<file path="src/rtl/m_axi_read_poll_pkg.sv">
// -----------------------------------------------------------------------------
// m_axi_read_poll_pkg
// Shared DFX sequencer definitions used by the DMA status poller:
//   - poll_state_e        : poller FSM state encoding
//   - MM2S/S2MM offsets   : DMA status register offsets from the DMA base
//   - STATUS_IDLE_BIT     : DMA status "Idle" bit index
//   - STATUS_ERR_MASK     : DMA status error bits [6:4]
//   - status_has_err()    : error-bit test on the low status bits
//   - resp_is_err()       : AXI response error test (anything but OKAY)
// -----------------------------------------------------------------------------
package m_axi_read_poll_pkg;

  typedef enum logic [2:0] {
    ST_IDLE  = 3'd0,
    ST_RADDR = 3'd1,
    ST_RDATA = 3'd2,
    ST_EVAL  = 3'd3,
    ST_WAIT  = 3'd4,
    ST_FIN   = 3'd5
  } poll_state_e;

  localparam logic [31:0] MM2S_STATUS_OFFSET = 32'h0000_0004;
  localparam logic [31:0] S2MM_STATUS_OFFSET = 32'h0000_0034;
  localparam int unsigned STATUS_IDLE_BIT    = 1;
  localparam logic [6:0]  STATUS_ERR_MASK    = 7'b111_0000;

  function automatic logic status_has_err(input logic [6:0] status_low);
    return |(status_low & STATUS_ERR_MASK);
  endfunction

  function automatic logic resp_is_err(input logic [1:0] resp);
    return (resp != 2'b00);
  endfunction

endpackage

</file>
<file path="src/rtl/m_axi_read_poll_timer.sv">
// -----------------------------------------------------------------------------
// poll_timer
// Loadable down-counter with a zero flag. Load wins over decrement, and the
// decrement saturates at zero so the zero flag stays asserted once reached.
// Ports:
//   clk, reset  : clock, asynchronous active-low reset (count -> 0)
//   load        : load load_value this cycle
//   load_value  : value to load
//   dec         : decrement by one (ignored at zero)
//   zero        : count is zero
// -----------------------------------------------------------------------------
module poll_timer #(
  parameter int WIDTH = 16
) (
  input  logic             clk,
  input  logic             reset,
  input  logic             load,
  input  logic [WIDTH-1:0] load_value,
  input  logic             dec,
  output logic             zero
);

  logic [WIDTH-1:0] count_r;

  // Counter register: load, saturating decrement, otherwise hold.
  always_ff @(posedge clk or negedge reset) begin
    if (!reset) begin
      count_r <= '0;
    end else if (load) begin
      count_r <= load_value;
    end else if (dec && (count_r != '0)) begin
      count_r <= count_r - WIDTH'(1);
    end
  end

  assign zero = (count_r == '0);

endmodule

</file>
<file path="src/rtl/m_axi_read_poll.sv">
// -----------------------------------------------------------------------------
// m_axi_read_poll
// AXI-Lite read master that polls the DMA MM2S and S2MM status registers in
// rounds until both report Idle, an error is seen, or the timeout expires.
// Ports:
//   clk, reset                      : clock, asynchronous active-low reset
//   M_AXI_AR* / M_AXI_R*            : AXI-Lite read address / read data channels
//   ext_bank0_out_dmaBaseAddr       : DMA register base, sampled at poll start
//   pollStart                       : level request; dropping it aborts/acks
//   pollInterval                    : idle cycles between rounds
//   pollTimeout                     : overall cycle limit, 0 disables
//   pollDone / pollErr / pollTimedOut : sticky result flags while in FIN
//   statusMm2s / statusS2mm         : last captured status values
// -----------------------------------------------------------------------------
module m_axi_read_poll
  import m_axi_read_poll_pkg::*;
#(
  parameter int GLOB_ADDR_WIDTH     = 32,
  parameter int GLOB_DATA_WIDTH     = 32,
  parameter int POLL_INTERVAL_WIDTH = 16,
  parameter int TIMEOUT_WIDTH       = 24
) (
  input  logic                           clk,
  input  logic                           reset,
  output logic [GLOB_ADDR_WIDTH-1:0]     M_AXI_ARADDR,
  output logic                           M_AXI_ARVALID,
  input  logic                           M_AXI_ARREADY,
  input  logic [GLOB_DATA_WIDTH-1:0]     M_AXI_RDATA,
  input  logic [1:0]                     M_AXI_RRESP,
  input  logic                           M_AXI_RVALID,
  output logic                           M_AXI_RREADY,
  input  logic [GLOB_ADDR_WIDTH-1:0]     ext_bank0_out_dmaBaseAddr,
  input  logic                           pollStart,
  input  logic [POLL_INTERVAL_WIDTH-1:0] pollInterval,
  input  logic [TIMEOUT_WIDTH-1:0]       pollTimeout,
  output logic                           pollDone,
  output logic                           pollErr,
  output logic                           pollTimedOut,
  output logic [GLOB_DATA_WIDTH-1:0]     statusMm2s,
  output logic [GLOB_DATA_WIDTH-1:0]     statusS2mm
);

  poll_state_e                state_r, state_s;
  logic [GLOB_ADDR_WIDTH-1:0] base_r, base_s, araddr_r, araddr_s;
  logic [GLOB_DATA_WIDTH-1:0] mm2s_r, mm2s_s, s2mm_r, s2mm_s;
  logic arvalid_r, arvalid_s, rready_r, rready_s;
  logic sel_r, sel_s;          // 0: MM2S read of the round, 1: S2MM read
  logic err_r, err_s, to_en_r, to_en_s;
  logic done_r, done_s, perr_r, perr_s, tout_r, tout_s;
  logic start_s, ar_hs_s, rd_hs_s, rd_err_s, err_any_s, to_hit_s, both_idle_s;
  logic fin_err_s, fin_done_s, fin_to_s;
  logic int_zero_s, int_load_s, int_dec_s, to_zero_s, to_dec_s;

  assign ar_hs_s     = arvalid_r && M_AXI_ARREADY;
  assign rd_hs_s     = rready_r && M_AXI_RVALID;
  assign rd_err_s    = resp_is_err(M_AXI_RRESP) || status_has_err(M_AXI_RDATA[6:0]);
  assign err_any_s   = err_r || (rd_hs_s && rd_err_s);
  // The saturating timer keeps the hit asserted, so a limit reached mid-read
  // is still seen once the read completes.
  assign to_hit_s    = to_en_r && to_zero_s;
  assign both_idle_s = mm2s_r[STATUS_IDLE_BIT] && s2mm_r[STATUS_IDLE_BIT];
  assign start_s     = (state_r == ST_IDLE) && (state_s == ST_RADDR);
  assign int_load_s  = (state_s == ST_WAIT) && (state_r != ST_WAIT);
  assign int_dec_s   = (state_r == ST_WAIT);
  assign to_dec_s    = (state_r != ST_IDLE) && (state_r != ST_FIN);

  poll_timer #(.WIDTH(POLL_INTERVAL_WIDTH)) u_interval_timer (
    .clk        (clk),
    .reset      (reset),
    .load       (int_load_s),
    .load_value (pollInterval),
    .dec        (int_dec_s),
    .zero       (int_zero_s)
  );

  poll_timer #(.WIDTH(TIMEOUT_WIDTH)) u_timeout_timer (
    .clk        (clk),
    .reset      (reset),
    .load       (start_s),
    .load_value (pollTimeout),
    .dec        (to_dec_s),
    .zero       (to_zero_s)
  );

  // State register.
  always_ff @(posedge clk or negedge reset) begin
    if (!reset) begin
      state_r <= ST_IDLE;
    end else begin
      state_r <= state_s;
    end
  end

  // Next-state logic and the reason for entering FIN (error > done > timeout).
  always_comb begin
    state_s    = state_r;
    fin_err_s  = 1'b0;
    fin_done_s = 1'b0;
    fin_to_s   = 1'b0;
    case (state_r)
      ST_IDLE: begin
        if (pollStart && !done_r) state_s = ST_RADDR;
        else                      state_s = ST_IDLE;
      end
      ST_RADDR: begin
        if (ar_hs_s) state_s = ST_RDATA;
        else         state_s = ST_RADDR;
      end
      ST_RDATA: begin
        if (!rd_hs_s) begin
          state_s = ST_RDATA;
        end else if (!pollStart) begin
          state_s = ST_IDLE;          // aborted: read completed, no flags
        end else if (sel_r) begin
          state_s = ST_EVAL;
        end else if (to_hit_s) begin
          state_s   = ST_FIN;
          fin_err_s = err_any_s;
          fin_to_s  = !err_any_s;
        end else begin
          state_s = ST_RADDR;
        end
      end
      ST_EVAL: begin
        if (err_r) begin
          state_s   = ST_FIN;
          fin_err_s = 1'b1;
        end else if (both_idle_s) begin
          state_s    = ST_FIN;
          fin_done_s = 1'b1;
        end else if (to_hit_s) begin
          state_s  = ST_FIN;
          fin_to_s = 1'b1;
        end else begin
          state_s = ST_WAIT;
        end
      end
      ST_WAIT: begin
        if (!pollStart) begin
          state_s = ST_IDLE;
        end else if (to_hit_s) begin
          state_s  = ST_FIN;
          fin_to_s = 1'b1;
        end else if (int_zero_s) begin
          state_s = ST_RADDR;
        end else begin
          state_s = ST_WAIT;
        end
      end
      ST_FIN: begin
        if (!pollStart) state_s = ST_IDLE;
        else            state_s = ST_FIN;
      end
      default: state_s = ST_IDLE;
    endcase
  end

  // Next values of the registered outputs and datapath registers.
  always_comb begin
    arvalid_s = (state_s == ST_RADDR);
    rready_s  = (state_s == ST_RDATA);
    if (start_s) begin
      base_s  = ext_bank0_out_dmaBaseAddr;
      err_s   = 1'b0;
      to_en_s = (pollTimeout != '0);
    end else begin
      base_s  = base_r;
      err_s   = rd_hs_s ? (err_r || rd_err_s) : err_r;
      to_en_s = to_en_r;
    end
    // Address is computed once on entry to RADDR and then held stable.
    if ((state_s == ST_RADDR) && (state_r != ST_RADDR)) begin
      sel_s    = (state_r == ST_RDATA);
      araddr_s = base_s + (sel_s ? GLOB_ADDR_WIDTH'(S2MM_STATUS_OFFSET)
                                 : GLOB_ADDR_WIDTH'(MM2S_STATUS_OFFSET));
    end else begin
      sel_s    = sel_r;
      araddr_s = araddr_r;
    end
    if (rd_hs_s && !sel_r) mm2s_s = M_AXI_RDATA;
    else                   mm2s_s = mm2s_r;
    if (rd_hs_s && sel_r)  s2mm_s = M_AXI_RDATA;
    else                   s2mm_s = s2mm_r;
    if ((state_s == ST_FIN) && (state_r == ST_FIN)) begin
      done_s = done_r;
      perr_s = perr_r;
      tout_s = tout_r;
    end else if (state_s == ST_FIN) begin
      done_s = fin_done_s;
      perr_s = fin_err_s;
      tout_s = fin_to_s;
    end else begin
      done_s = 1'b0;
      perr_s = 1'b0;
      tout_s = 1'b0;
    end
  end

  // Output and datapath registers.
  always_ff @(posedge clk or negedge reset) begin
    if (!reset) begin
      arvalid_r <= 1'b0;
      rready_r  <= 1'b0;
      araddr_r  <= '0;
      base_r    <= '0;
      sel_r     <= 1'b0;
      err_r     <= 1'b0;
      to_en_r   <= 1'b0;
      mm2s_r    <= '0;
      s2mm_r    <= '0;
      done_r    <= 1'b0;
      perr_r    <= 1'b0;
      tout_r    <= 1'b0;
    end else begin
      arvalid_r <= arvalid_s;
      rready_r  <= rready_s;
      araddr_r  <= araddr_s;
      base_r    <= base_s;
      sel_r     <= sel_s;
      err_r     <= err_s;
      to_en_r   <= to_en_s;
      mm2s_r    <= mm2s_s;
      s2mm_r    <= s2mm_s;
      done_r    <= done_s;
      perr_r    <= perr_s;
      tout_r    <= tout_s;
    end
  end

  assign M_AXI_ARVALID = arvalid_r;
  assign M_AXI_ARADDR  = araddr_r;
  assign M_AXI_RREADY  = rready_r;
  assign pollDone      = done_r;
  assign pollErr       = perr_r;
  assign pollTimedOut  = tout_r;
  assign statusMm2s    = mm2s_r;
  assign statusS2mm    = s2mm_r;

endmodule

</file>
<file path="config.mk">
export PLATFORM = sky130hd
export DESIGN_NAME = m_axi_read_poll
export DESIGN_NICKNAME = d
export VERILOG_FILES = /design/src/rtl/m_axi_read_poll_pkg.sv /design/src/rtl/m_axi_read_poll_timer.sv /design/src/rtl/m_axi_read_poll.sv
export SDC_FILE = /design/constraint.sdc
export NUM_CORES = 1
export LEC_CHECK = 0
export BUFFER_PORTS_ARGS = -buffer_cell sky130_fd_sc_hd__buf_2
export CELL_PAD_IN_SITES_DETAIL_PLACEMENT = 0
export CELL_PAD_IN_SITES_GLOBAL_PLACEMENT = 1
export CORE_ASPECT_RATIO = 0.75
export CORE_MARGIN = 1
export CORE_UTILIZATION = 45
export CTS_CLUSTER_DIAMETER = 30
export DETAILED_ROUTE_END_ITERATION = 6
export PLACE_DENSITY = 0.9
export SYNTH_ARGS = -nofsm -noshare
export SYNTH_HDL_FRONTEND = slang
export SYNTH_HIERARCHICAL = 1
export SYNTH_SLANG_ARGS = --single-unit
</file>
<file path="constraint.sdc">
create_clock -name clk -period 6.05 [get_ports clk]
set_input_delay 0.605 -clock clk [delete_from_list [all_inputs] [get_ports clk]]
set_output_delay 0.605 -clock clk [all_outputs]
set_load 0.02 [all_outputs]
</file>
# Word-level counts from Yosys, hierarchy flattened
# Cells that the tools add are included.
# classes
add_sub_neg,3
mul,0
n_div,0
magnitude_cmp,0
n_eq_ne,12
n_shift,0
muxes,43
bitwise,0
n_reduce_logical,33
# op_table
operator,count
$mux W24,2
$reduce_bool A24 Y1,2
$add A32 B6 Y32,1
$mux W16,2
$mux W32,1
$mux W1,25
$logic_not A24 Y1,1
$mux W3,8
$sub A24 B1 Y24 const B,1
$pmux W3 S6,1
$logic_not A16 Y1,1
$reduce_bool A16 Y1,1
$sub A16 B1 Y16 const B,1
$logic_and A1 B1 Y1,15
$eq A3 B3 Y1 const B,4
$eq A3 B2 Y1 const B,3
$reduce_bool A2 Y1,4
$eq A3 B1 Y1 const B,2
$mux W6,1
$ne A3 B3 Y1 const B,2
$logic_not A1 Y1,3
$logic_not A3 Y1,1
$logic_or A1 B1 Y1,3
$ne A3 B1 Y1 const B,1
5 further kinds,5
# totals
regBits,179
latch_bits,0
mem_bits_rw,0
romBits,0
out_inout_bits,101
elab_cells,106
memories,0

# Longest topological paths before layout
# Gate-level depths: netlist of run 1.
# depth
word_depth,11
depth_mapped,15
ltp_nobuf,13

# By module
# The synthesis of run 1 kept the hierarchy.
# modules_own_cells
mod,n_inst,cells_each,area_per_inst_um2,seq_area_each_um2
m_axi_read_poll,1,590,6486.2,3478.3
poll_timer (u_timeout_timer),1,167,1547.7,600.6
poll_timer (u_interval_timer),1,124,1063.5,400.4

# Worst setup path before layout of run 1
# Ideal clock, no wire load.
# synth_path
path_type,input -> register
start,input port pollStart
end,register araddr_r[29] (netlist: M_AXI_ARADDR[29])
setup_time_ns,0.126
arrival_ns,3.506
required_time_ns,5.924
setup_slack_ns,2.418
stages,14
cell_sequence,nor3b_2 nand2_1 clkbuf_1 clkbuf_1 nand2_1 nand2_1 ha_1 nor2_1 or4b_2 o22a_1 clkbuf_1 nor4_1 xnor2_1 mux2i_1
# synth_via
elab_chain_cells,7
# synth_rtl
item,line_no,rtl
"start, declared",m_axi_read_poll.sv:33,"input logic pollStart,"
$mux W3 or $logic_and A1 B1 Y1 (tied branches),"m_axi_read_poll.sv:112, m_axi_read_poll.sv:102",
$mux W3 or $mux W1 (tied branches),"m_axi_read_poll.sv:110, m_axi_read_poll.sv:102",
$pmux W3 S6 *,m_axi_read_poll.sv:100,case (state_r)
$eq A3 B1 Y1 *,m_axi_read_poll.sv:62,assign start_s = (state_r == ST_IDLE) && (state_s == ST_RADDR);
$logic_and A1 B1 Y1 *,m_axi_read_poll.sv:62,
$mux W32 *,m_axi_read_poll.sv:162,if (start_s) begin
named net base_s[5],m_axi_read_poll.sv:44,"logic [GLOB_ADDR_WIDTH-1:0] base_r, base_s, araddr_r, araddr_s;"
$add A32 B6 Y32 *,m_axi_read_poll.sv:174,araddr_s = base_s + (sel_s ? GLOB_ADDR_WIDTH'(S2MM_STATUS_OFFSET)
"end signal, assigned",m_axi_read_poll.sv:217,araddr_r <= araddr_s;
"end, declared",m_axi_read_poll.sv:44,
# Mark *: on every way through the listed nets, which the timed path passes. The rest lies on a longest branch.
# A chain may end at the register's enable or synchronous reset.

# Worst setup path in the final report of run 1
# layout_path
start,register state_r[0]
end,register araddr_r[31] (netlist: M_AXI_ARADDR[31])
# layout_via
elab_chain_cells,6
# layout_rtl
item,line_no,rtl
"start, declared",m_axi_read_poll.sv:43,"poll_state_e state_r, state_s;"
"start signal, assigned",m_axi_read_poll.sv:90,state_r <= state_s;
$eq A3 B3 Y1 (tied with other cells),m_axi_read_poll.sv:100,
$pmux W3 S6,m_axi_read_poll.sv:100,
$eq A3 B1 Y1,m_axi_read_poll.sv:62,
$logic_and A1 B1 Y1 *,m_axi_read_poll.sv:62,
$mux W32 *,m_axi_read_poll.sv:162,
named net base_s[5],m_axi_read_poll.sv:44,
$add A32 B6 Y32 *,m_axi_read_poll.sv:174,
# Marked as above.

==> impl_metrics.prom, run 1 <==
# TYPE chip_impl_metric gauge
chip_impl_info{name="outcome",value="finished, violations left"} 1
chip_impl_metric{name="grt_start_max_net_pins",unit=""} 85
chip_impl_metric{name="fmax",unit="MHz"} 263
chip_impl_metric{name="first_global_vias",unit=""} 7362
chip_impl_metric{name="cts.repair.resized",unit=""} 0
chip_impl_metric{name="globalplace.congestion",unit=""} 0.865
chip_impl_metric{name="drtIter0Drc",unit=""} 574
chip_impl_info{name="mostFrequentLayoutCells",value="sky130_fd_sc_hd__buf_2, sky130_fd_sc_hd__dfrtp_1, sky130_fd_sc_hd__nand2_1, sky130_fd_sc_hd__mux2_2, sky130_fd_sc_hd__xnor2_1"} 1
chip_impl_metric{name="number_of_levels_the_h_tree_was_split_into",unit=""} 4
chip_impl_info{name="hold_class",value="in -> async"} 1
chip_impl_metric{name="max-vdd-ir-drop",unit="V"} 0.000283
chip_impl_metric{name="cts-buffers-inserted",unit=""} 17
chip_impl_metric{name="io_buffers",unit=""} 211
chip_impl_metric{name="placedCellCount",unit=""} 1314
chip_impl_info{name="critical-path-slowest-cell",value="sky130_fd_sc_hd__or4b_2"} 1
chip_impl_metric{name="dr.pass1.iters",unit=""} 7
chip_impl_metric{name="clock_path_buffers",unit=""} 2
chip_impl_metric{name="synth_enable_flop_cells",unit=""} 0
chip_impl_metric{name="post_cts_buffers",unit=""} 0
chip_impl_metric{name="cpPeakStageDelay",unit="ns"} 0.68
chip_impl_metric{name="syn_nets",unit=""} 997
chip_impl_metric{name="cp_data_arrival_time",unit="ns"} 4.10
chip_impl_metric{name="dieWidth",unit="microns"} 166
chip_impl_metric{name="core.rowCount",unit=""} 44
chip_impl_info{name="critical-path-top-cell-by-count",value="sky130_fd_sc_hd__nand2_1"} 1
chip_impl_metric{name="wire_per_inst",unit="microns"} 17.7
chip_impl_metric{name="drive_above_1_share",unit="%"} 32.7
chip_impl_metric{name="globalRoute.totalOverflow",unit=""} 0
chip_impl_metric{name="route.final.wire_length",unit="microns"} 23800
chip_impl_metric{name="fin_crit",unit="ns"} 3.80
chip_impl_metric{name="critical_path.max_fanout",unit=""} 38
chip_impl_metric{name="antenna_violating_nets_post_route",unit=""} 0
chip_impl_metric{name="layoutNonFillerInstCount",unit=""} 1346
chip_impl_info{name="synthDominantAreaCellType",value="sky130_fd_sc_hd__dfrtp_1"} 1
chip_impl_info{name="synth-main-ff-cell",value="sky130_fd_sc_hd__dfrtp_1"} 1
chip_impl_metric{name="avgViaCountPerCell",unit=""} 5.52
chip_impl_info{name="synth_area_leaders",value="sky130_fd_sc_hd__dfrtp_1, sky130_fd_sc_hd__mux2_2, sky130_fd_sc_hd__nand2_1"} 1
chip_impl_metric{name="postSynthAreaPerCell",unit="sq um"} 10.3
chip_impl_info{name="rsz_0062_raised_after_global_routing",value="false"} 1
chip_impl_info{name="layout.cells.most_common",value="sky130_fd_sc_hd__buf_2"} 1
chip_impl_metric{name="drc_errors",unit=""} 14
chip_impl_metric{name="power_per_cell_area",unit="nW/um^2"} 551
chip_impl_metric{name="design.final.nets",unit=""} 1196
chip_impl_metric{name="worst_clock_skew",unit="ns"} 0.0171
chip_impl_metric{name="floorplan.initialDensity",unit="%"} 46.4
chip_impl_metric{name="cts_num_sinks",unit=""} 179
chip_impl_metric{name="die_y",unit="microns"} 125
chip_impl_info{name="crit_path_start_kind",value="flip-flop"} 1
chip_impl_metric{name="grt.total_usage",unit="%"} 23.7
chip_impl_metric{name="timing.max_cap.violations",unit=""} 0
chip_impl_metric{name="pin_count",unit=""} 212
chip_impl_metric{name="report.final.setup_viol",unit=""} 0
chip_impl_metric{name="hold_violations",unit=""} 0
chip_impl_metric{name="asyncSetResetFlopFracSynth",unit="%"} 100
chip_impl_info{name="tritoncts_clock_tree",value="built"} 1
chip_impl_metric{name="layout_worst_path_cycle_share",unit="%"} 62.8
chip_impl_metric{name="flow.area_growth_from_synthesis",unit="%"} 21.0
chip_impl_metric{name="power.static_leakage",unit="nW"} 4.98
chip_impl_metric{name="area_of_the_core",unit="sq um"} 19600
chip_impl_info{name="clock_tree.root_cell",value="sky130_fd_sc_hd__clkbuf_16"} 1
chip_impl_metric{name="worst_slew_margin_rel",unit="%"} 43.7
chip_impl_metric{name="synth.lib_cells_used.distinct",unit=""} 73
chip_impl_info{name="worstSetupEndpointType",value="flip-flop"} 1
chip_impl_info{name="violations_in_the_final_reports",value="DRC"} 1
chip_impl_metric{name="flip_flop_and_latch_count_after_synthesis",unit=""} 179
chip_impl_info{name="path_cells",value="nor3b_2 > buf_4 > nand2_1 > buf_4 > nand2_1 > nand2_1 > ha_1 > nor2_1 > or4b_2 > o22a_1 > nor4_1 > xnor2_1 > mux2i_1"} 1
chip_impl_metric{name="clk_latency",unit="ns"} 0.43
chip_impl_metric{name="post-dp-hpwl",unit="microns"} 17200
chip_impl_metric{name="die_area",unit="sq um"} 20800
chip_impl_metric{name="synth-seq-area-share",unit="%"} 49.2
chip_impl_metric{name="vias",unit=""} 7424
chip_impl_metric{name="worstMarginPinSlew",unit="ns"} 0.833
chip_impl_metric{name="cts.reportedPaths.clkPinSlew",unit="ns"} 0.08
chip_impl_metric{name="tns",unit="ns"} 0
chip_impl_metric{name="synthesized_cell_area",unit="sq um"} 9100
chip_impl_metric{name="yosysWarningCount",unit=""} 6
chip_impl_info{name="critPathKind",value="reg -> reg"} 1
chip_impl_metric{name="synthesis.instances",unit=""} 881
chip_impl_metric{name="hold_buffers",unit=""} 0
chip_impl_metric{name="cp.required",unit="ns"} 6.35
chip_impl_metric{name="synth_largest_type_area_fraction",unit="%"} 49.2
chip_impl_metric{name="slew_violations",unit=""} 0
chip_impl_metric{name="grt_antenna_before_repair",unit=""} 0
chip_impl_metric{name="first_pass_grt_wire_length",unit="microns"} 39100
chip_impl_metric{name="antenna-diode-count",unit=""} 0
## path summary, 6_finish.rpt
path	depth (start not counted)	endpoint	start	slack, ns
max in group asynchronous	2	statusS2mm[6]	reset	4.56
hold / removal	1	u_timeout_timer/count_r[9]	reset	0.21
setup reg to reg	13	M_AXI_ARADDR[31]	state_r[0]	2.25
min in group clk	3	u_interval_timer/count_r[14]	pollInterval[14]	0.37
hold reg to reg	2	base_r[0]	base_r[0]	0.48
setup / recovery	13	M_AXI_ARADDR[31]	state_r[0]	2.25
## critical path, delay by kind of cell, from the launching register on
family / cells / cell delay, ns
AND/OR/NAND/NOR: 7 / 1.71
multiplexers: 1 / 0.09
buffers and inverters: 2 / 0.50
flip-flops: 1 / 0.51
AO/OA/AOI/OAI: 1 / 0.36
XOR/XNOR: 1 / 0.16
adder cells (fa/ha/maj): 1 / 0.34
## sequential cells by signal, summed over array words and instances (netlist names), 3 cells and up
register and cells:
u_timeout_timer/count_r 24, statusMm2s 32, base_r 32, u_interval_timer/count_r 16, statusS2mm 32, state_r 3
M_AXI_ARADDR 32
## cells by family (layout without fill, tap and decap cells)
kind of cell / Yosys count / count (layout) / synth area share [%]
fa+ha+maj: 5 / 5 / 0.688
mux: 111 / 111 / 13.4
simple gates: 333 / 333 / 19.3
buf+inv: 80 / 292 / 3.62
flops: 179 / 179 / 49.2
compound gates: 123 / 123 / 9.01
xor+xnor: 50 / 50 / 4.81
## per-stage QoR
| step | hold slack [ns] | total power [mW] | instance area, sq um | utilization, % | setup slack, ns |
|---|---|---|---|---|---|
| 5_1_grt | 0.294 | 6.46 | 11000 | 56.1 | 1.99 |
| 6_report | 0.211 | 6.06 | 11000 | 56.1 | 2.25 |
| 3_5_place_dp | 0.458 | 4.88 | 10400 | 52.9 | 2.03 |
| 3_3_place_gp | 0.468 | 4.80 | 10400 | 52.9 | 2.14 |
| 4_1_cts | 0.272 | 6.09 | 11000 | 56.1 | 2.25 |
| 2_1_floorplan | 0.309 | 4.07 | 9100 | - | 2.42 |
## metal layers
metal | vias up | track usage, % | share of wire (%)
met1 | 3539 | 34.3 | 48
li1 | 3553 | - | -
met2 | 310 | 35.4 | 43
met5 | - | 0 | 0
met3 | 22 | 6.14 | 7.8
met4 | 0 | 5.88 | 1.2
## cell type report
class	instances	area [sq um]
timing repair buffer	221	1140
inverter	39	146
sequential	179	4480
multi-input combinational	622	4290
clock inverter	15	210
clock buffer	17	425
tap	253	317
fill	1737	8590
## cells in the mapped netlist, drive strengths merged, types with 6 or more instances
library cell,n
nand3,20
or4,9
a21oi,31
and2,7
nor3,32
dfrtp,179
o21ai,35
or3,6
buf,18
nor4,25
inv,39
nor2b,9
a31oi,14
mux2i,28
xnor2,43
nand2,131
clkbuf,23
nand4b,6
mux2,83
xor2,7
nand4,18
nor2,39
## power by group
| group | internal [mW] | switching, mW |
|---|---|---|
| Clock | 0.641 | 0.549 |
| Combinational | 1.08 | 1.55 |
| Sequential | 1.78 | 0.450 |
| Total | 3.51 | 2.55 |
Note: power is estimated with default switching activity, not from simulation.
==> run 2, diff against run 1 <==
- CORE_UTILIZATION: 45 -> 38
- PLACE_DENSITY: 0.9 -> 0.81
- clock period: 6.05 -> 3.4 ns (I/O delays scaled with it)
==> run 2 against run 1 <==
Net effect:
- the flow now finishes without violations
- cell count grew 5.3%
- critical endpoint is now M_AXI_ARADDR[25]
- sequential cell count unchanged
- sequential power rose by 76%
- first-iteration DRC count is 13% higher
- largest power group unchanged
==> impl_metrics.prom, run 2 (same netlist as run 1, synthesis figures left out) <==
# TYPE chip_impl_metric gauge
chip_impl_metric{name="vias",unit=""} 7588
chip_impl_metric{name="cpPeakStageDelay",unit="ns"} 0.52
chip_impl_metric{name="drive_above_1_share",unit="%"} 34.4
chip_impl_metric{name="cp_data_arrival_time",unit="ns"} 3.51
chip_impl_metric{name="max-vdd-ir-drop",unit="V"} 0.000554
chip_impl_metric{name="hold_violations",unit=""} 0
chip_impl_metric{name="post-dp-hpwl",unit="microns"} 18200
chip_impl_metric{name="post_dp_cell_area",unit="sq um"} 10700
chip_impl_info{name="critPathKind",value="reg -> reg"} 1
chip_impl_info{name="layout.cells.most_common",value="sky130_fd_sc_hd__buf_2"} 1
chip_impl_metric{name="flow.area_growth_from_synthesis",unit="%"} 24.4
chip_impl_info{name="path_cells",value="or4_1 > or3_4 > nor3_2 > and2_1 > nor3_1 > o221a_2 > nor4_4 > buf_12 > buf_12 > mux2i_1"} 1
chip_impl_metric{name="die_area",unit="sq um"} 24600
chip_impl_info{name="critical-path-slowest-cell",value="sky130_fd_sc_hd__or4_1"} 1
chip_impl_metric{name="worst_slew_margin_rel",unit="%"} 33.7
chip_impl_info{name="outcome",value="finished clean"} 1
chip_impl_metric{name="die_y",unit="microns"} 136
chip_impl_metric{name="power.static_leakage",unit="nW"} 5.11
chip_impl_metric{name="globalplace.congestion",unit=""} 0.867
chip_impl_metric{name="design.final.nets",unit=""} 1220
chip_impl_metric{name="fmax",unit="MHz"} 316
chip_impl_info{name="worstSetupEndpointType",value="flip-flop"} 1
chip_impl_metric{name="drtIter0Drc",unit=""} 648
chip_impl_metric{name="clock_path_buffers",unit=""} 2
chip_impl_metric{name="grt_antenna_before_repair",unit=""} 2
chip_impl_metric{name="first_pass_grt_wire_length",unit="microns"} 40700
chip_impl_metric{name="layout.filler_cells",unit=""} 2211
chip_impl_metric{name="worstMarginPinSlew",unit="ns"} 0.991
chip_impl_metric{name="grt.total_usage",unit="%"} 21.0
chip_impl_metric{name="slew_violations",unit=""} 0
chip_impl_info{name="tritoncts_clock_tree",value="built"} 1
chip_impl_metric{name="cts.reportedPaths.clkPinSlew",unit="ns"} 0.07
chip_impl_metric{name="timing.max_cap.violations",unit=""} 0
chip_impl_metric{name="critical_path.n_buffers_inverters",unit=""} 2
chip_impl_metric{name="clk_latency",unit="ns"} 0.43
chip_impl_info{name="critical-path-top-cell-by-count",value="sky130_fd_sc_hd__buf_12"} 1
chip_impl_metric{name="first_global_vias",unit=""} 7506
chip_impl_metric{name="critical_path.max_fanout",unit=""} 22
chip_impl_metric{name="pin_count",unit=""} 212
chip_impl_metric{name="multi_input_area",unit="sq um"} 4320
chip_impl_metric{name="antenna_violating_nets_post_route",unit=""} 0
chip_impl_metric{name="drc_errors",unit=""} 0
chip_impl_metric{name="dr.pass1.iters",unit=""} 5
chip_impl_metric{name="dieWidth",unit="microns"} 181
chip_impl_metric{name="layout_worst_path_cycle_share",unit="%"} 93.0
chip_impl_metric{name="cts_num_sinks",unit=""} 179
chip_impl_metric{name="core.rowCount",unit=""} 48
chip_impl_metric{name="report.final.setup_viol",unit=""} 0
chip_impl_info{name="rsz_0062_raised_after_global_routing",value="false"} 1
chip_impl_metric{name="number_of_levels_the_h_tree_was_split_into",unit=""} 4
chip_impl_metric{name="final_core_area_utilization",unit="%"} 48.7
chip_impl_metric{name="post-route-cell-area",unit="sq um"} 11300
chip_impl_info{name="clock_tree.root_cell",value="sky130_fd_sc_hd__clkbuf_16"} 1
chip_impl_metric{name="worst_clock_skew",unit="ns"} 0.00995
chip_impl_metric{name="cts-buffers-inserted",unit=""} 17
chip_impl_metric{name="wire_per_inst",unit="microns"} 17.5
chip_impl_metric{name="route.final.wire_length",unit="microns"} 24800
chip_impl_metric{name="io_buffers",unit=""} 211
chip_impl_metric{name="globalRoute.totalOverflow",unit=""} 0
chip_impl_metric{name="grt_start_max_net_pins",unit=""} 83
chip_impl_metric{name="power.total",unit="mW"} 11.0
chip_impl_metric{name="tns",unit="ns"} 0
chip_impl_metric{name="avgViaCountPerCell",unit=""} 5.35
chip_impl_metric{name="cp.required",unit="ns"} 3.75
chip_impl_metric{name="area_of_the_core",unit="sq um"} 23200
chip_impl_metric{name="floorplan.initialDensity",unit="%"} 39.1
chip_impl_metric{name="power_per_cell_area",unit="nW/um^2"} 973
chip_impl_metric{name="regArea",unit="sq um"} 4480
chip_impl_info{name="critical_path.top_delay_family",value="simple AND/OR/NAND/NOR gates"} 1
chip_impl_info{name="mostFrequentLayoutCells",value="sky130_fd_sc_hd__buf_2, sky130_fd_sc_hd__dfrtp_1, sky130_fd_sc_hd__nand2_1, sky130_fd_sc_hd__mux2_2, sky130_fd_sc_hd__xnor2_1"} 1
chip_impl_info{name="crit_path_start_kind",value="flip-flop"} 1
chip_impl_metric{name="whs",unit="ns"} 0.119
chip_impl_info{name="hold_class",value="in -> reg"} 1
chip_impl_metric{name="fin_crit",unit="ns"} 3.16
[run 2: what timing repair did]
item                       CTS  global route
hold endpoints to repair    56             0
buffers inserted             0             0
hold buffers                 1             0
resized for setup            0             3
setup endpoints to repair    0            29
[run 2: power breakdown]
part / internal [mW] / switching (mW) / leakage [nW] / total, mW
Combinational: 2.10 / 2.86 / 2.63 / 4.96
Sequential: 3.17 / 0.751 / 2.19 / 3.93
Clock: 1.25 / 0.871 / 0.296 / 2.12
[run 2: per-stage QoR]
step | std cells | worst slack (ns)
6_report | 1418 | 0.237
5_1_grt | 1416 | 0.0603
4_1_cts | 1416 | 0.111
3_5_place_dp | 1384 | 0.110
3_3_place_gp | 1384 | 0.187
2_1_floorplan | 881 | 0.00679
[run 2: worst reg2reg max path: stages (launching register included)]
cell and delay, ns:
sky130_fd_sc_hd__dfrtp_1 0.43, sky130_fd_sc_hd__or4_1 0.52, sky130_fd_sc_hd__or3_4 0.43, sky130_fd_sc_hd__nor3_2 0.16, sky130_fd_sc_hd__and2_1 0.20, sky130_fd_sc_hd__nor3_1 0.06
sky130_fd_sc_hd__o221a_2 0.31, sky130_fd_sc_hd__nor4_4 0.34, sky130_fd_sc_hd__buf_12 0.23, sky130_fd_sc_hd__buf_12 0.19, sky130_fd_sc_hd__mux2i_1 0.22
[run 2: layout make-up]
class	instances	share of cell area, %
flip-flops and latches	179	39.6
multi-input cells	622	38.2
repair buffers	245	12.1
clock buffers	19	3.91
well taps	300	3.32
clock inverters	12	1.58
inverters	39	1.29
diodes	2	0.0442
[run 2: worst paths after layout]
| check | startpoint | endpoint | slack [ns] | cells after the start |
|---|---|---|---|---|
| worst max-delay path | u_timeout_timer/count_r[16] | M_AXI_ARADDR[25] | 0.24 | 10 |
| max in group asynchronous | reset | statusMm2s[30] | 1.98 | 3 |
| min in group asynchronous | reset | u_timeout_timer/count_r[2] | 0.48 | 2 |
| worst min-delay path | pollInterval[14] | u_interval_timer/count_r[14] | 0.12 | 3 |
| worst max register to register | u_timeout_timer/count_r[16] | M_AXI_ARADDR[25] | 0.24 | 10 |
| worst min register to register | base_r[4] | base_r[4] | 0.48 | 2 |
[run 2: per-layer routing]
metal | wire, microns | vias up | global-route usage (%)
li1 | - | 3604 | -
met1 | 11700 | 3671 | 29.1
met2 | 10600 | 290 | 31.7
met3 | 2120 | 23 | 7.02
met4 | 276 | 0 | 5.03
met5 | 0 | - | 0
==> run 3, diff against run 2 <==
- PLACE_DENSITY: 0.81 -> 0.76
==> run 3 against run 2 <==
Net effect:
- critical path type unchanged
- die area unchanged
- critical endpoint is now M_AXI_ARADDR[8]
- setup slack got worse by 0.084 ns
- largest cell class unchanged
- sequential power about the same
- sequential cell count unchanged
- register-to-register slack got worse by 0.08 ns
==> impl_metrics.prom, run 3 (same netlist as run 1, synthesis figures left out) <==
# TYPE chip_impl_metric gauge
chip_impl_metric{name="vias",unit=""} 7439
chip_impl_metric{name="cpPeakStageDelay",unit="ns"} 0.50
chip_impl_metric{name="worstMarginPinSlew",unit="ns"} 0.930
chip_impl_metric{name="dr.pass1.iters",unit=""} 5
chip_impl_metric{name="dieWidth",unit="microns"} 181
chip_impl_metric{name="antenna_violating_nets_post_route",unit=""} 0
chip_impl_metric{name="cp.required",unit="ns"} 3.72
chip_impl_info{name="worstSetupEndpointType",value="flip-flop"} 1
chip_impl_metric{name="grt_antenna_before_repair",unit=""} 2
chip_impl_metric{name="area_of_the_core",unit="sq um"} 23200
chip_impl_metric{name="hold_violations",unit=""} 0
chip_impl_metric{name="route.final.wire_length",unit="microns"} 24400
chip_impl_metric{name="drc_errors",unit=""} 0
chip_impl_info{name="crit_path_start_kind",value="flip-flop"} 1
chip_impl_metric{name="drtIter0Drc",unit=""} 436
chip_impl_info{name="critical-path-slowest-cell",value="sky130_fd_sc_hd__or4_1"} 1
chip_impl_metric{name="cts.reportedPaths.clkPinSlew",unit="ns"} 0.07
chip_impl_info{name="cp-startpoint",value="u_timeout_timer/count_r[16]"} 1
chip_impl_metric{name="core.rowCount",unit=""} 48
chip_impl_metric{name="power.static_leakage",unit="nW"} 5.08
chip_impl_metric{name="first_pass_grt_wire_length",unit="microns"} 39700
chip_impl_metric{name="wire_per_inst",unit="microns"} 17.2
chip_impl_info{name="worst_r2r_startpoint",value="u_timeout_timer/count_r[16]"} 1
chip_impl_metric{name="drive_above_1_share",unit="%"} 34.9
chip_impl_metric{name="clk_latency",unit="ns"} 0.44
chip_impl_info{name="layout.cells.most_common",value="sky130_fd_sc_hd__buf_2"} 1
chip_impl_metric{name="max-vdd-ir-drop",unit="V"} 0.000571
chip_impl_metric{name="pin_count",unit=""} 212
chip_impl_metric{name="flow.area_growth_from_synthesis",unit="%"} 23.7
chip_impl_metric{name="design.final.nets",unit=""} 1222
chip_impl_metric{name="die_area",unit="sq um"} 24600
chip_impl_info{name="clock_tree.root_cell",value="sky130_fd_sc_hd__clkbuf_16"} 1
chip_impl_metric{name="grt_start_max_net_pins",unit=""} 69
chip_impl_metric{name="post_cts_buffers",unit=""} 0
chip_impl_metric{name="layout_worst_path_cycle_share",unit="%"} 95.5
chip_impl_metric{name="worst_slew_margin_rel",unit="%"} 38.0
chip_impl_info{name="mostFrequentLayoutCells",value="sky130_fd_sc_hd__buf_2, sky130_fd_sc_hd__dfrtp_1, sky130_fd_sc_hd__nand2_1, sky130_fd_sc_hd__mux2_2, sky130_fd_sc_hd__xnor2_1"} 1
chip_impl_metric{name="fin_crit",unit="ns"} 3.25
chip_impl_metric{name="post-dp-hpwl",unit="microns"} 17900
chip_impl_metric{name="globalRoute.totalOverflow",unit=""} 0
chip_impl_info{name="hold_start",value="pollInterval[14]"} 1
chip_impl_metric{name="slew_violations",unit=""} 0
chip_impl_metric{name="io_buffers",unit=""} 211
chip_impl_info{name="tritoncts_clock_tree",value="built"} 1
chip_impl_metric{name="timing.max_cap.violations",unit=""} 0
chip_impl_info{name="rsz_0062_raised_after_global_routing",value="false"} 1
chip_impl_metric{name="cp_data_arrival_time",unit="ns"} 3.57
chip_impl_metric{name="critical_path.n_buffers_inverters",unit=""} 1
chip_impl_metric{name="avgViaCountPerCell",unit=""} 5.24
chip_impl_metric{name="r2r_slack",unit="ns"} 0.15
chip_impl_metric{name="globalplace.congestion",unit=""} 0.826
chip_impl_metric{name="report.final.setup_viol",unit=""} 0
chip_impl_metric{name="first_global_vias",unit=""} 7365
chip_impl_metric{name="cts_num_sinks",unit=""} 179
chip_impl_metric{name="cts-buffers-inserted",unit=""} 17
chip_impl_metric{name="grt.total_usage",unit="%"} 20.8
chip_impl_metric{name="critical_path.max_fanout",unit=""} 28
chip_impl_info{name="critical_path.top_delay_family",value="simple AND/OR/NAND/NOR gates"} 1
chip_impl_metric{name="clock_path_buffers",unit=""} 2
chip_impl_metric{name="power_per_cell_area",unit="nW/um^2"} 959
chip_impl_info{name="path_cells",value="or4_1 > or3_4 > nor3_2 > and2_1 > nor3_1 > o221a_2 > nor4_4 > buf_12 > mux2_2"} 1
chip_impl_metric{name="worst_clock_skew",unit="ns"} 0.0120
chip_impl_metric{name="fmax",unit="MHz"} 308
chip_impl_info{name="hold_class",value="in -> reg"} 1
chip_impl_metric{name="number_of_levels_the_h_tree_was_split_into",unit=""} 4
chip_impl_info{name="outcome",value="finished clean"} 1
chip_impl_metric{name="tns",unit="ns"} 0
chip_impl_metric{name="layoutNonFillerInstCount",unit=""} 1420
chip_impl_metric{name="layout.filler_cells",unit=""} 2236
chip_impl_metric{name="placedCellCount",unit=""} 1386
chip_impl_metric{name="die_y",unit="microns"} 136
chip_impl_info{name="critPathKind",value="reg -> reg"} 1
chip_impl_metric{name="floorplan.initialDensity",unit="%"} 39.1
==> run 3: changes by cell type in the layout (fill, tap and decap cells not counted) <==
cell                        delta
sky130_fd_sc_hd__bufinv_16     -4
sky130_fd_sc_hd__clkinv_4      +2
sky130_fd_sc_hd__clkinv_2      -2
sky130_fd_sc_hd__clkbuf_1      -1
sky130_fd_sc_hd__inv_6         +3
sky130_fd_sc_hd__inv_8         +4
sky130_fd_sc_hd__buf_4         +4
sky130_fd_sc_hd__clkbuf_8      -1
sky130_fd_sc_hd__buf_12        -2
sky130_fd_sc_hd__nand3_1       -2
sky130_fd_sc_hd__nand3_2       +2
sky130_fd_sc_hd__diode_2       -1
==> run 3: metal layers <==
layer / wire [microns] / GRT usage (%) / vias up
met3: 1800 / 6.80 / 22
met1: 12100 / 29.2 / 3567
li1: - / - / 3603
met5: 18 / 0 / -
met4: 236 / 5.13 / 2
met2: 10300 / 30.8 / 245
==> run 3: worst register-to-register path, cell delays in order (launching register included) <==
cell and delay (ns):
sky130_fd_sc_hd__dfrtp_1 0.43, sky130_fd_sc_hd__or4_1 0.50, sky130_fd_sc_hd__or3_4 0.43, sky130_fd_sc_hd__nor3_2 0.21, sky130_fd_sc_hd__and2_1 0.21, sky130_fd_sc_hd__nor3_1 0.06
sky130_fd_sc_hd__o221a_2 0.31, sky130_fd_sc_hd__nor4_4 0.36, sky130_fd_sc_hd__buf_12 0.26, sky130_fd_sc_hd__mux2_2 0.36
==> run 3: cell type report <==
cell class	instances	area (sq um)	share of cell area, %
clock buffers	17	425	3.78
flip-flops and latches	179	4480	39.8
well taps	300	375	3.34
inverters	39	146	1.30
clock inverters	15	138	1.22
diodes	1	2.50	0.0222
repair buffers	247	1360	12.1
multi-input cells	622	4330	38.4
==> run 3: final timing paths <==
kind                                           endpoint  cells after the start
setup / recovery                        M_AXI_ARADDR[8]                      9
hold / removal             u_interval_timer/count_r[14]                      3
setup reg to reg                        M_AXI_ARADDR[8]                      9
hold reg to reg                               base_r[1]                      2
max in group asynchronous   u_timeout_timer/count_r[18]                      3
min in group asynchronous    u_timeout_timer/count_r[0]                      2
==> run 3: timing repair <==
| action | CTS | global route |
|---|---|---|
| gates resized for setup | 0 | 3 |
| hold endpoints to repair | 65 | 0 |
| endpoints found under the setup margin | 0 | 34 |
| hold buffers | 1 | 0 |
==> run 3: through the flow <==
stage          util, %  instance area, sq um  setup WS, ns  total power [mW]  hold slack [ns]
6_report          48.4                 11300         0.152              10.8            0.108
5_1_grt           48.4                 11300       0.00240              11.6            0.102
3_5_place_dp      45.9                 10700        0.0364              8.92            0.386
4_1_cts           48.4                 11200        0.0231              10.9           0.0840
3_3_place_gp      45.9                 10700        0.0647              8.84            0.382
2_1_floorplan        -                  9130       0.00679              7.26           0.0444
==> run 3: report_power, final <==
group          switching (mW)  internal [mW]
sequential              0.756           3.17
combinational            2.84           2.10
clock                   0.950          0.970
total                    4.55           6.24
